`src/rtl/ascon_pkg.sv`:
```
// Shared types and defaults for the Ascon permutation round controller.
package ascon_pkg;

    // Round counts for Ascon-p[12] and Ascon-p[8]
    localparam int unsigned ROUNDS_FULL    = 12;
    localparam int unsigned ROUNDS_REDUCED = 8;

    // Five 64-bit words x0..x4; index [2] is the word receiving the round constant
    typedef logic [4:0][63:0] ascon_state_t;

    // Round index driven to the constant addition layer
    typedef logic [3:0] rnd_t;

    typedef enum logic [1:0] {
        IDLE = 2'd0,
        RUN  = 2'd1,
        DONE = 2'd2
    } ctrl_state_e;

    // Index of the final round for a given round count
    function automatic rnd_t last_rnd(input int unsigned rounds);
        return rnd_t'(rounds - 1);
    endfunction

endpackage

```
`src/rtl/ascon_round_controller.sv`:
```
// Sequencer for the Ascon permutation: holds the 320-bit state, steps one round
// per clock through an external combinational round datapath, and exchanges
// states over two valid/ready handshakes.
module ascon_round_controller
    import ascon_pkg::*;
#(
    parameter int unsigned ROUNDS_FULL    = ascon_pkg::ROUNDS_FULL,
    parameter int unsigned ROUNDS_REDUCED = ascon_pkg::ROUNDS_REDUCED
) (
    input  logic         clk_i,
    input  logic         rst_i,
    input  logic         in_valid_i,
    output logic         in_ready_o,
    input  logic         round_config_i,
    input  ascon_state_t state_i,
    output logic         round_config_o,
    output rnd_t         rnd_o,
    output ascon_state_t round_state_o,
    input  ascon_state_t round_state_i,
    output logic         out_valid_o,
    input  logic         out_ready_i,
    output ascon_state_t state_o,
    output logic         busy_o
);

    if (ROUNDS_FULL == 0 || ROUNDS_FULL > 16 ||
        ROUNDS_REDUCED == 0 || ROUNDS_REDUCED > 16) begin : g_bad_rounds
        $error("ascon_round_controller: round counts must lie in 1..16");
    end

    localparam rnd_t LAST_FULL    = last_rnd(ROUNDS_FULL);
    localparam rnd_t LAST_REDUCED = last_rnd(ROUNDS_REDUCED);

    ctrl_state_e  st_q, st_d;
    ascon_state_t state_q, state_d;
    rnd_t         rnd_q, rnd_d;
    logic         cfg_q, cfg_d;
    rnd_t         rnd_last;

    // State, round index, config and FSM registers
    always_ff @(posedge clk_i or posedge rst_i) begin
        if (rst_i) begin
            st_q    <= IDLE;
            state_q <= '0;
            rnd_q   <= '0;
            cfg_q   <= 1'b1;
        end else begin
            st_q    <= st_d;
            state_q <= state_d;
            rnd_q   <= rnd_d;
            cfg_q   <= cfg_d;
        end
    end

    // Next-state logic: accept in IDLE, one round per cycle in RUN, hold in DONE
    always_comb begin
        st_d     = st_q;
        state_d  = state_q;
        rnd_d    = rnd_q;
        cfg_d    = cfg_q;
        rnd_last = cfg_q ? LAST_FULL : LAST_REDUCED;
        case (st_q)
            IDLE: begin
                if (in_valid_i) begin
                    state_d = state_i;
                    cfg_d   = round_config_i;
                    rnd_d   = '0;
                    st_d    = RUN;
                end
            end
            RUN: begin
                state_d = round_state_i;
                if (rnd_q == rnd_last) begin
                    st_d = DONE;
                end else begin
                    rnd_d = rnd_t'(rnd_q + 4'd1);
                end
            end
            DONE: begin
                // Result handshake only; a pending request waits for IDLE
                if (out_ready_i) begin
                    st_d  = IDLE;
                    rnd_d = '0;
                end
            end
            default: begin
                st_d = IDLE;
            end
        endcase
    end

    // Registered outputs decoded from FSM state
    always_comb begin
        in_ready_o     = (st_q == IDLE);
        out_valid_o    = (st_q == DONE);
        busy_o         = (st_q != IDLE);
        round_config_o = cfg_q;
        rnd_o          = rnd_q;
        round_state_o  = state_q;
        state_o        = state_q;
    end

endmodule

```
`config.mk`:
```
export PLATFORM = sky130hd
export DESIGN_NAME = ascon_round_controller
export DESIGN_NICKNAME = d
export VERILOG_FILES = /design/src/rtl/ascon_pkg.sv /design/src/rtl/ascon_round_controller.sv
export SDC_FILE = /design/constraint.sdc
export NUM_CORES = 1
export LEC_CHECK = 0
export ABC_AREA = 1
export CAP_MARGIN = 20
export CORE_AREA = 2 2 502 504
export CTS_CLUSTER_DIAMETER = 100
export DETAILED_ROUTE_END_ITERATION = 10
export DIE_AREA = 0 0 504 506
export PLACE_DENSITY = 0.3
export SLEW_MARGIN = 20
export SYNTH_ARGS = -nofsm -noshare
export SYNTH_HDL_FRONTEND = slang
export SYNTH_SLANG_ARGS = --single-unit
```
`constraint.sdc`:
```
create_clock -name clk_i -period 18.03 [get_ports clk_i]
set_input_delay 3.606 -clock clk_i [delete_from_list [all_inputs] [get_ports clk_i]]
set_output_delay 3.606 -clock clk_i [all_outputs]
set_load 0.02 [all_outputs]
```
==> results.tsv <==
metric	value	unit
met2 Track Usage GR	0.210	
clock transition at the registers of the reported paths	60	ps
Port Buffers	1292	
drt pass-1 iters	5	
Worst EP required	18570	ps
Final Cycle Share	0.349	
ANT nets after route	0	
Pleak	12.7	nW
number of global-route vias before repair	20100	
Reg area	8180	sq um
Top Ports	1293	
Tmin final	6300	ps
Filler cells	28800	
worst-path fanout max	98	
gr usage total	0.134	
GR Layer Usage met3	0.0755	
GR Util met1	0.161	
Final setup viols	0	
Worst Path Arrival	6840	ps
P&R area growth vs syn	88.5	%
status	finished clean	
DR WL/cell	27.5	um
non-filler instance count after layout	6443	
top cell type's share of synthesized area	0.452	
Clock Skews	17.5	ps
crit path capture type	flip-flop	
starting density of the core	0.0722	
clock root buffer	clkbuf_16	
setup TNS	0	ps
Layout Nets	3672	
clk buf depth	3	
CTS resizes	0	
Placed Cells	6318	
Post-Syn Area	18000	sq um
multi-input logic area	6610	sq um
antenna violations before repair	114	
Pwr Total	0.00763	W
share of cells above drive strength 1	0.0378	
initial DRC count	902	
routed vias/inst	2.99	
Worst-Margin Slew	965	ps
synth warn	0	
global-route wire length before repair	225000	um
Site Rows	184	
RSZ-0062 raised after global routing	false	
final max-slew violation count	0	
CTS Buf Count	54	
PD cells	224	nW/um^2
# clock sinks	327	
Max Cap Viol	0	
Core Box Area	250000	sq um
DRC viols	0	
Synth Register Bits	327	
Avg Inst Size Synth	8.52	sq um
cell taking the most area after synthesis	dfrtp_1	
CTS tree	built	
post-CTS setup buffer count	0	
Hold Path Class	reg -> reg	
register area share after synthesis	0.454	
crit path kind	in -> reg	
DIE HEIGHT	506	um
Cell variety after synth	22	
die area	255000	sq um
Clock Latency Late Sink	660	ps
Mapped Nets	2763	
Chip Width	504	um
largest net degree at the start of global routing	164	
hold depth	1	
Max Freq	0.159	GHz
grt peak-use layer	met2	
gpl congestion	0.879	
startpoint types	primary input	
Mapped Cells	2117	
Total Wirelength	177000	um
Post-CTS Hold Buffers	0	
Remaining Overflow, GRT	0	
Max IR drop VDD	98.5	uV
final hold violation count	0	
WHS	517	ps
Post-DP HPWL	152000	um
r2r worst-path depth	7	
total number of vias	19300	
top post-synthesis cells by area	dfrtp_1, buf_4, nand2_1, o21a_1, nand3_1	
H-tree Lvls	2	
max_slew headroom	0.357	
==> per-stage QoR <==
| stage | setup slack (ps) | utilization | area, sq um |
|---|---|---|---|
| after floorplan | 5370 | - | 18000 |
| after global placement | 11030 | 0.129 | 32100 |
| after detailed placement | 11040 | 0.129 | 32100 |
| after CTS | 11810 | 0.136 | 33900 |
| after global routing | 11450 | 0.136 | 34000 |
| final | 11730 | 0.136 | 34000 |
==> registers in the layout, summed over array words and instances (netlist names) <==
| signal | flops |
|---|---|
| round_config_o | 1 |
| round_state_o | 320 |
| st_q | 2 |
| rnd_o | 4 |
==> per-layer routing <==
metal	vias up	wire length, um	part of all wire
li1	8546	-	-
met1	9349	73400	0.41
met2	1071	77800	0.44
met3	219	22600	0.13
met4	76	2890	0.016
met5	-	510	0.0029
==> cells in the final DEF, fill, tap and decap left out, types with 2 or more instances in the layout <==
cell and instances:
clkdlybuf4s50_1 1292, clkinvlp_4 2, buf_4 21, clkbuf_1 13, clkinv_2 9, inv_8 2, inv_1 7, clkbuf_16 57
dfrtp_1 326, clkbuf_8 8, nand2_1 656, nor2_1 6, bufinv_16 3, o21a_1 320, inv_6 5, nand3_1 328
clkinv_4 2, diode_2 26
==> critical path, cell delays in order <==
cell and delay, ps:
clkdlybuf4s50_1 500, nand2_2 120, nand2_8 520, buf_4 750
buf_4 840, nand3_1 160, o21a_1 160
==> cell usage after synthesis <==
library cell  count
a21oi_1           1
buf_2            98
buf_4           343
buf_6             8
buf_8             1
clkbuf_1          9
clkbuf_4          2
dfrtp_1         326
dfstp_2           1
ha_1              1
inv_1             8
inv_2             2
nand2_1         657
nand2_2           1
nand2_8           1
nand3_1         328
nor2_1            6
nor2_2            1
o21a_1          320
o21ai_1           1
xnor2_1           1
xor2_1            1
==> path summary, 6_finish.rpt <==
check / start / end / slack, ps
min in group asynchronous: rst_i / round_state_o[36] / 3420
max in group asynchronous: rst_i / round_state_o[176] / 12450
setup reg to reg: st_q[1] / round_state_o[101] / 14400
hold / removal: round_state_o[136] / round_state_o[136] / 520
setup / recovery: in_valid_i / round_state_o[101] / 11730
hold reg to reg: round_state_o[136] / round_state_o[136] / 520
==> kinds of logic after synthesis <==
family | Yosys count | synth area share
simple gates | 994 | 0.231
buf+inv | 471 | 0.180
flops | 327 | 0.454
compound gates | 322 | 0.134
xor+xnor | 2 | 0.000971
fa+ha+maj | 1 | 0.000693
==> cell type report <==
class	count	area share
repair buffers	1314	0.385
flip-flops and latches	327	0.241
multi-input cells	1319	0.194
well taps	3348	0.123
clock buffers	78	0.0466
clock inverters	21	0.00622
diodes	26	0.00191
inverters	10	0.00155
==> power breakdown <==
group,switching [W],internal [W]
logic,0.00298,0.00193
registers,0.000498,0.00113
clock network,0.000444,0.000651
total,0.00392,0.00371
Note: power is estimated with default switching activity, not from simulation.
